$ cat config.mk
export PLATFORM = sky130hd
export DESIGN_NAME = axi_burst_wr_master
export DESIGN_NICKNAME = d
export VERILOG_FILES = /design/src/rtl/axi_burst_wr_master.sv
export SDC_FILE = /design/constraint.sdc
export NUM_CORES = 1
export LEC_CHECK = 0
export CAP_MARGIN = 20
export CORE_ASPECT_RATIO = 1.25
export CORE_MARGIN = 2
export CORE_UTILIZATION = 41
export CTS_BUF_LIST = sky130_fd_sc_hd__clkbuf_8
export DETAILED_ROUTE_END_ITERATION = 16
export PLACE_DENSITY_LB_ADDON = 0.2
export SETUP_SLACK_MARGIN = 0.1
export SLEW_MARGIN = 20
export SYNTH_ARGS = -nofsm -noshare
export SYNTH_HDL_FRONTEND = slang
export SYNTH_SLANG_ARGS = --single-unit
$ cat constraint.sdc
create_clock -name clk -period 2 [get_ports clk]
set_input_delay 0.3 -clock clk [delete_from_list [all_inputs] [get_ports clk]]
set_output_delay 0.3 -clock clk [all_outputs]
set_load 0.01 [all_outputs]
$ cat src/rtl/axi_burst_wr_master.sv
// AXI4 write-burst master: accepts one user request, issues AW, streams a W burst
// fetched from the user one word per handshake, then waits for the B response.
module axi_burst_wr_master #(
  parameter int ADDR_WIDTH = 27,
  parameter int DATA_WIDTH = 16,
  parameter int DATA_LEVEL = 2,
  parameter int WBURST_LEN = 8,
  parameter int RBURST_LEN = 8
) (
  input  logic                  clk,
  input  logic                  rstn,
  input  logic                  init_end,
  output logic                  axi_awvalid,
  input  logic                  axi_awready,
  output logic [ADDR_WIDTH-1:0] axi_awaddr,
  output logic [7:0]            axi_awlen,
  output logic                  axi_wvalid,
  input  logic                  axi_wready,
  output logic                  axi_wlast,
  output logic [DATA_WIDTH-1:0] axi_wdata,
  input  logic                  axi_bvalid,
  output logic                  axi_bready,
  input  logic                  wr_trig,
  input  logic [7:0]            wr_len,
  input  logic [DATA_WIDTH-1:0] wr_data,
  output logic                  wr_data_en,
  input  logic [ADDR_WIDTH-1:0] wr_addr,
  output logic                  wr_ready,
  output logic                  wr_done
);

  // DATA_LEVEL and RBURST_LEN carry no logic; they are only sanity-checked here.
  if (WBURST_LEN < 1 || WBURST_LEN > 255 || DATA_LEVEL < 1 || RBURST_LEN < 1) begin : g_param_check
    $error("axi_burst_wr_master: illegal burst parameters");
  end

  localparam logic [7:0] MAX_LEN = 8'(WBURST_LEN);

  typedef enum logic [1:0] {
    S_IDLE,
    S_AW,
    S_W,
    S_B
  } state_e;

  state_e                  state_q, state_d;
  logic [ADDR_WIDTH-1:0]   awaddr_q, awaddr_d;
  logic [7:0]              awlen_q, awlen_d;
  logic [7:0]              cnt_q, cnt_d;
  logic [7:0]              len_eff;

  // NOTE: sequential state uses non-blocking assignments so every flop samples
  // pre-edge values regardless of process ordering.
  always_ff @(posedge clk or negedge rstn) begin
    if (!rstn) begin
      state_q  <= S_IDLE;
      awaddr_q <= '0;
      awlen_q  <= '0;
      cnt_q    <= '0;
    end else begin
      state_q  <= state_d;
      awaddr_q <= awaddr_d;
      awlen_q  <= awlen_d;
      cnt_q    <= cnt_d;
    end
  end

  // Zero-length requests become one beat; oversize requests clamp to the max burst.
  always_comb begin
    len_eff = (wr_len == 8'd0) ? 8'd1 : wr_len;
    if (len_eff > MAX_LEN) len_eff = MAX_LEN;
  end

  // NOTE: every variable gets a default before the case so no latch is inferred.
  always_comb begin
    state_d  = state_q;
    awaddr_d = awaddr_q;
    awlen_d  = awlen_q;
    cnt_d    = cnt_q;
    unique case (state_q)
      S_IDLE: begin
        if (wr_trig && wr_ready) begin
          awaddr_d = wr_addr;
          awlen_d  = len_eff - 8'd1;
          cnt_d    = '0;
          state_d  = S_AW;
        end
      end
      S_AW: begin
        if (axi_awready) state_d = S_W;
      end
      S_W: begin
        if (axi_wready) begin
          cnt_d = cnt_q + 8'd1;
          if (cnt_q == awlen_q) state_d = S_B;
        end
      end
      S_B: begin
        if (axi_bvalid) state_d = S_IDLE;
      end
      default: state_d = S_IDLE;
    endcase
  end

  always_comb begin
    axi_awvalid = (state_q == S_AW);
    axi_awaddr  = awaddr_q;
    axi_awlen   = awlen_q;
    axi_wvalid  = (state_q == S_W);
    axi_wlast   = axi_wvalid && (cnt_q == awlen_q);
    axi_wdata   = wr_data;
    axi_bready  = (state_q == S_B);
    wr_data_en  = axi_wvalid && axi_wready;
    wr_ready    = (state_q == S_IDLE) && init_end;
    wr_done     = axi_bready && axi_bvalid;
  end

endmodule

* After elaboration in Yosys (flattened, before gate mapping) *
Cells that the tools add are included.

storage, ports and cells
  flip-flop bits (word level) = 45
  input port bits = 58
  logic and storage cells = 38

operators by class
  add/subtract/negate cells = 2
  $lt $le $gt $ge = 1
  eq/ne operators = 9
  muxes and demuxes = 11
  reduce and logical (&&, ||, !) cells = 11

operator list
  kind                   number
  $mux W8                4
  $pmux W8 S2            1
  $mux W2                5
  $add A8 B1 Y8 const B  1
  $eq A8 B8 Y1           1
  $gt A8 B4 Y1 const B   1
  $logic_not A8 Y1       1
  $pmux W2 S4            1
  $sub A8 B1 Y8 const B  1
  $ne A2 B1 Y1 const B   3
  $logic_and A1 B1 Y1    5
  $reduce_and A5 Y1      1
  $eq A2 B2 Y1 const B   2
  $ne A2 B2 Y1 const B   2
  $reduce_and A3 Y1      1
  $eq A2 B1 Y1 const B   1
  $logic_not A2 Y1       1
  $reduce_and A2 Y1      1
  $reduce_bool A2 Y1     1

* Longest topological paths before layout *
Gate-level depths: netlist of run 1.

  depth in word-level cells = 5
  depth in mapped cells = 6
  gate-level depth less buffers = 6

* Worst setup path after synthesis of run 1 *
OpenSTA, ideal clock, no wires.

  path kind = reg-to-reg
  from = reg state_q[0]
  to = reg state_q[1]
  arrival = 1.615 ns
  setup slack = 0.251 ns
  cell stages (with the launch flop) = 7
  buffers on the path = 0
  period minus slack after synthesis = 1.749 ns
  cells stage by stage = dfrtp_1 > inv_1 > ha_1 > nor2b_2 > a2111oi_4 > mux2i_1 > o211ai_1

on the way
  elaborated cells on any way between the ends = 13

RTL lines
  element                             RTL line  text
  start, declared                     46        state_e state_q, state_d;
  start signal, assigned              61        state_q <= state_d;
  $eq A2 B2 Y1 *                      -
  named net axi_wvalid                17        output logic axi_wvalid,
  $ne A2 B1 Y1 (no source line)       -
  $reduce_and A5 Y1 (no source line)  -

The timed path passes the listed nets; every way through them passes the cells marked *.
A chain may end at the register's enable or synchronous reset.

* Worst setup path after layout of run 1 *
  from = reg state_q[1]
  to = out wr_done

on the way
  longest elaborated chain between the ends = 2

ends and longest elaborated chain
  element              RTL line  text
  $eq A2 B2 Y1         112       axi_bready = (state_q == S_B);
  $logic_and A1 B1 Y1  115       wr_done = axi_bready && axi_bvalid;
  end, declared        29        output logic wr_done

Every way passes these cells.

==> metrics, run 1 <==
placed wire-length estimate=3960 um; Hold Crit Depth=1; maximum clock path buffer count=2; post-route cell area=between 3000 and 4000 sq um; FILL cells=approximately 460; number of library cell types mapped by synthesis=39; Max Freq=between 0.5 and 0.6 GHz; multi-input logic area=between 1000 and 1500 sq um; Stages on worst setup path=3; routed wire length=roughly 5100 um; row count=30; Top delay family on crit path=buffers and inverters; number of CTS-inserted buffers=5; core area=between 5000 and 6000 sq um; Starting DRT DRC Count=65; total placed instance area=3230 sq um; IO buf count=83; Clk Latency, worst-skew pair=just under 0.3 ns; Sink Count=45; ANT cells=0; post-layout net count=approximately 350; CTS H-tree depth=2; Post-synth top cells=dfrtp_1, mux2_2, buf_4; Post-Syn Area=2300 sq um; gpl congestion=about 0.86; synthesis-to-layout area growth=49.3%; register area share after synthesis=just under 50%; Yosys top cell by area=dfrtp_1; register area=between 1000 and 1500 sq um; Synth Net Count=257; global-route wire length before repair=8670 um; CP max stage cell=clkdlybuf4s50_1; initial antenna violation count=0; Worst path max stage delay=between 0.5 and 0.6 ns; status=complete, no violations; count leader, synth=dfrtp_1; Max IR drop VDD=808 uV; Crit Path Category=flop to primary output; Top FF cell, synth=dfrtp_1; Initial Util=42.5%; Final min period=1.84 ns; DRC Markers=0; R2R cell count=7; yosys warns=0; vias per cell=5.05; Initial DRT Pass Iterations=4; pin count of the biggest net entering global routing=26; Cell Pwr Density=around 1300 nW/um^2; max_slew headroom=~64%; Tot Pwr=roughly 4.5 mW; syn avg cell area=12.0 sq um; DR vias=1787; Setup crit start kind=flop; ranking of synthesized cells by area=dfrtp_1, mux2_2, buf_4; Final Skew=0.00152 ns; vias in the first global route=around 1900; RSZ-0062 raised after global routing=yes; Finished Layout Cells=354; Hold WC Path Type=flop to flop; TritonCTS clock tree=yes; Static Leak=1.51 nW; Cells after DPL=340; #FFs+latches synth=45; layout cells sized above 1=between 30% and 40%; die width=about 71 um; Die ar.=6230 sq um; fin. max-slew vios=0; post-route clock period utilization=92.2%; Critical path buffers and inverters=1; Hold Violations, Final=0; critical path fanouts, max=4; Setup crit end kind=primary output; Remaining Overflow, GRT=0; CP cell instances=ha_4 -> and2_1 -> clkdlybuf4s50_1; root buffer selected by CTS=clkbuf_8; Synth Instances=between 150 and 200; Detail Route Antenna Nets=0; Die Y=about 90 um; number of max-cap violations=0; slew of the pin with the lowest slew margin=~0.54 ns; ys async rst share=100%; Fin Hold WS=0.507 ns; Worst Path Required=about 1.7 ns; Boundary Pins=approximately 120; Worst-path clk slew=around 0.08 ns; Synth top area share=between 40% and 50%; Post-synth EDFFs=0; Final setup viols=0; Arr. time, crit path=~1.5 ns; drt wl/cell=around 14 um; Total Routing Usage GR=17.4%
==> repair_timing <==
item                       CTS  global route
setup buffers                4             1
resized for setup           15             9
pin swaps                    4             4
hold endpoints to repair    13             0
setup endpoints to repair    7            12
hold buffers                 1             0
==> final cells by class <==
type | instances | share of cell area, %
Clock buffer | 7 | 2.81
Clock inverter | 1 | 0.146
Inverter | 5 | 0.547
Multi-Input combinational cell | 122 | 31.4
Sequential cell | 45 | 32.9
Tap cell | 64 | 2.33
Timing Repair Buffer | 110 | 29.9
==> worst paths after layout <==
| path | start | end | slack, ns |
|---|---|---|---|
| setup / recovery | state_q[1]$_DFFE_PN0P_ | wr_done | 0.16 |
| hold / removal | axi_awaddr[11]$_DFFE_PN0P_ | axi_awaddr[11]$_DFFE_PN0P_ | 0.51 |
| setup reg to reg | state_q[0]$_DFFE_PN0P_ | cnt_q[4]$_DFFE_PN0P_ | 0.20 |
| hold reg to reg | axi_awaddr[11]$_DFFE_PN0P_ | axi_awaddr[11]$_DFFE_PN0P_ | 0.51 |
| max in group asynchronous | rstn | axi_awlen[7]$_DFFE_PN0P_ | 0.90 |
| min in group asynchronous | rstn | axi_awaddr[22]$_DFFE_PN0P_ | 0.52 |
==> worst reg2reg max path, stage by stage, from the launching register on <==
cell      delay, ns
dfrtp_2        0.42
inv_2          0.07
buf_4          0.14
ha_4           0.18
a21boi_4       0.17
or3_1          0.43
o21ai_0        0.19
o31ai_1        0.09
==> metal layers <==
metal  vias to the layer above  global-route usage [%]  part of all wire, %
li1                        844                       -                    -
met1                       850                    19.4                   38
met2                        71                    31.6                   51
met3                        22                    5.18                  8.0
met4                         0                    6.17                  2.5
met5                         -                       0                    0
==> logic make-up after synthesis <==
family | Yosys count | synth area share (%)
muxes | 32 | 15.5
xor gates and xnor gates | 10 | 3.81
buffers and inverters | 25 | 6.80
and+or+nand+nor | 49 | 13.1
adders and majority gates | 7 | 3.81
AOI/OAI and AO/OA | 24 | 8.05
DFF | 45 | 49.0
==> where the power goes <==
| part | internal [mW] | switching [mW] | leakage, nW |
|---|---|---|---|
| Clock | 0.312 | 0.296 | 0.0542 |
| Combinational | 1.42 | 0.964 | 0.900 |
| Sequential | 1.27 | 0.217 | 0.558 |
==> cell usage in the layout, fill, tap and decap left out, types with 4 or more instances in the layout <==
master,n
clkdlybuf4s50_1,78
dfrtp_1,43
mux2_2,29
buf_4,26
xnor2_1,9
nand2_1,7
and2_1,7
o21ai_0,7
nand3_1,7
clkbuf_8,7
nor2_1,6
nand4_1,4
==> flip-flops by register name (all words and copies together) (netlist names) <==
register and flops:
axi_awlen 8, state_q 2, cnt_q 8, axi_awaddr 27
==> through the flow <==
step / setup slack, ns / setup TNS [ns] / utilization [%]
4_1_cts: 0.0705 / 0 / 62.9
5_1_grt: 0.0672 / 0 / 63.5
2_1_floorplan: 0.251 / 0 / -
3_5_place_dp: -0.153 / -0.352 / 59.7
6_report: 0.157 / 0 / 63.5
3_3_place_gp: -0.110 / -0.238 / 59.7
No activity file was read; power rests on OpenSTA's default activity.
==> run 2, diff against run 1 <==
Settings changed: CORE_UTILIZATION 41 to 31, SLEW_MARGIN 20 to not set.
==> run 2 against run 1 <==
Net effect: power up 0.19%; first-iteration DRC count is 20% lower; critical path depth grew 4; cell area increased by 1.8%; sequential cell count is the same; setup slack gained 0.020 ns; clock power is 5.9% lower; sequential share of layout area shrank 0.59 points; non-clock buffer count rose by 4; combinational power increased by 2%; die area grew 31%; critical endpoint is now axi_awlen[4]$_DFFE_PN0P_; highest routed layer unchanged.
==> metrics, run 2 (synthesis results as in run 1) <==
status=complete, no violations; root buffer selected by CTS=clkbuf_8; number of CTS-inserted buffers=5 (unchanged); Max IR drop VDD=688 uV (-15%); Worst path max stage delay=0.54 ns (+0.02 ns); Crit. Startpoint=wr_len[6]; gpl congestion=0.795 (-7.9%); RSZ-0062 raised after global routing=yes; Top delay family on crit path=simple AND/OR/NAND/NOR gates; layout cells sized above 1=30.4% (+0.38 points); Die ar.=8130 sq um (+31%); vias per cell=4.59 (-9.0%); Setup crit end kind=flop; Remaining Overflow, GRT=0 (unchanged); global-route wire length before repair=7950 um (-8.4%); Max Freq=0.548 GHz (+1.1%); R2R cell count=6 (-1); Arr. time, crit path=2.01 ns (+0.47 ns); cts hold-fix bufs=0 (-1); Sink Count=45 (unchanged); Starting DRT DRC Count=52 (-20%); pin count of the biggest net entering global routing=46 (+77%); Die Y=100 um (+14%); Fin Hold WS=0.0758 ns (-0.431 ns); Largest register FFs=27 (unchanged); Worst-path clk slew=0.08 ns (about the same); Cell Pwr Density=1280 nW/um^2 (-1.6%); Detail Route Antenna Nets=0 (unchanged); most common cell after layout, fill and taps aside=clkdlybuf4s50_1; critical path fanouts, max=3 (-1); post-route cell area=3500 sq um (+1.8%); die width=81.0 um (+14%); synthesis-to-layout area growth=52.0%; Hold Violations, Final=0 (unchanged); Setup crit start kind=input port; Worst Path Required=2.18 ns (+0.48 ns); fin. max-slew vios=0 (unchanged); FILL cells=696 (+52%); drt wl/cell=13.1 um (-9.8%); Final min period=1.82 ns (-0.0196 ns); routed wire length=5030 um (-1.9%); pre-CTS setup slack=-0.148 ns (+0.00442 ns); Initial DRT Pass Iterations=4 (unchanged); TritonCTS clock tree=yes; DRC Markers=0 (unchanged); Stages on worst setup path=7 (+4); Crit Path Category=input port to flop; placed wire-length estimate=3740 um (-5.4%); CTS H-tree depth=2 (unchanged); setup TNS=0 ns (unchanged); DR vias=1769 (-1.0%); Initial Util=31.6% (-11 points); Final Skew=0.00662 ns (+0.00510 ns); Static Leak=1.55 nW (+2.4%); flop2flop setup slack=0.20 ns (about the same); CP max stage cell=or4_4; total placed instance area=3290 sq um (+1.9%); max_slew headroom=61.7% (-2.3 points); vias in the first global route=1741 (-6.4%); slew of the pin with the lowest slew margin=0.575 ns (+0.0351 ns); Hold WC Path Type=input port to async pin; initial antenna violation count=0 (unchanged); Critical path buffers and inverters=1 (unchanged); ANT cells=0 (unchanged); post-layout net count=358 (+1.1%); R2R Path Start=state_q[1]$_DFFE_PN0P_; commonest non-fill, non-tap cells in the layout=clkdlybuf4s50_1, dfrtp_1, buf_4; number of max-cap violations=0 (unchanged); Clk Latency, worst-skew pair=0.29 ns (about the same); Final setup viols=0 (unchanged); core area=7270 sq um (+34%); IO buf count=83 (unchanged); Total Routing Usage GR=12.6% (-4.9 points); row count=35 (+17%); post-route clock period utilization=91.2% (-0.98 points); Boundary Pins=116 (unchanged); final worst slack=0.176 ns (+0.0196 ns); CP cell instances=clkdlybuf4s50_1 -> or4_4 -> nor2_2 -> o21ai_1 -> ha_1 -> and4b_1 -> a21o_1; maximum clock path buffer count=2 (unchanged)
## run 2: timing repair
item,in CTS,in global routing
endpoints found under the hold margin,0,0
setup buffers,5,3
pin swaps,5,4
resized for setup,16,6
cloned,0,0
setup endpoints to repair,5,8
## run 2: area by class of cell
| class | instances | area (sq um) | area share, % |
|---|---|---|---|
| Tap cell | 92 | 115 | 3.29 |
| Multi-Input combinational cell | 122 | 1070 | 30.7 |
| Inverter | 5 | 18.8 | 0.537 |
| Clock inverter | 1 | 7.51 | 0.215 |
| Clock buffer | 6 | 82.6 | 2.36 |
| Sequential cell | 45 | 1130 | 32.3 |
| Timing Repair Buffer | 114 | 1070 | 30.6 |
## run 2: where the power goes
part	switching [mW]	leakage, nW	total [mW]	internal (mW)
Sequential	0.207	0.558	1.48	1.27
Combinational	0.963	0.947	2.44	1.48
Clock	0.298	0.0433	0.572	0.273
Total	1.47	1.55	4.49	3.02
## run 2: worst paths after layout
path                                             endpoint
worst max-delay path             axi_awlen[4]$_DFFE_PN0P_
worst min-delay path            axi_awaddr[4]$_DFFE_PN0P_
worst max register to register     state_q[1]$_DFFE_PN0P_
worst min register to register  axi_awaddr[9]$_DFFE_PN0P_
max in group asynchronous          state_q[0]$_DFFE_PN0P_
min in group clk                axi_awaddr[9]$_DFFE_PN0P_
## run 2: layer usage
layer  part of all wire [%]  vias up  GRT usage [%]
li1                       -      857              -
met1                     40      842           14.0
met2                     50       65           21.4
met3                    9.7        5           5.94
met4                   0.62        0           3.13
met5                      0        -              0
## run 2: stage by stage
step / util, % / instances / total power, mW
after global placement: 45.2 / 370 / 3.77
after CTS: 47.5 / 382 / 4.51
after floorplan: - / 192 / 2.61
after detailed placement: 45.2 / 370 / 3.79
final: 48.1 / 385 / 4.49
after global routing: 48.1 / 385 / 4.82
## run 2: worst reg2reg max path, stage by stage, from the launching register on
cell and delay (ns):
dfrtp_2 0.45, buf_4 0.15, ha_4 0.17, nor2b_4 0.15, a2111oi_4 0.42, mux2i_1 0.23, o211ai_1 0.10
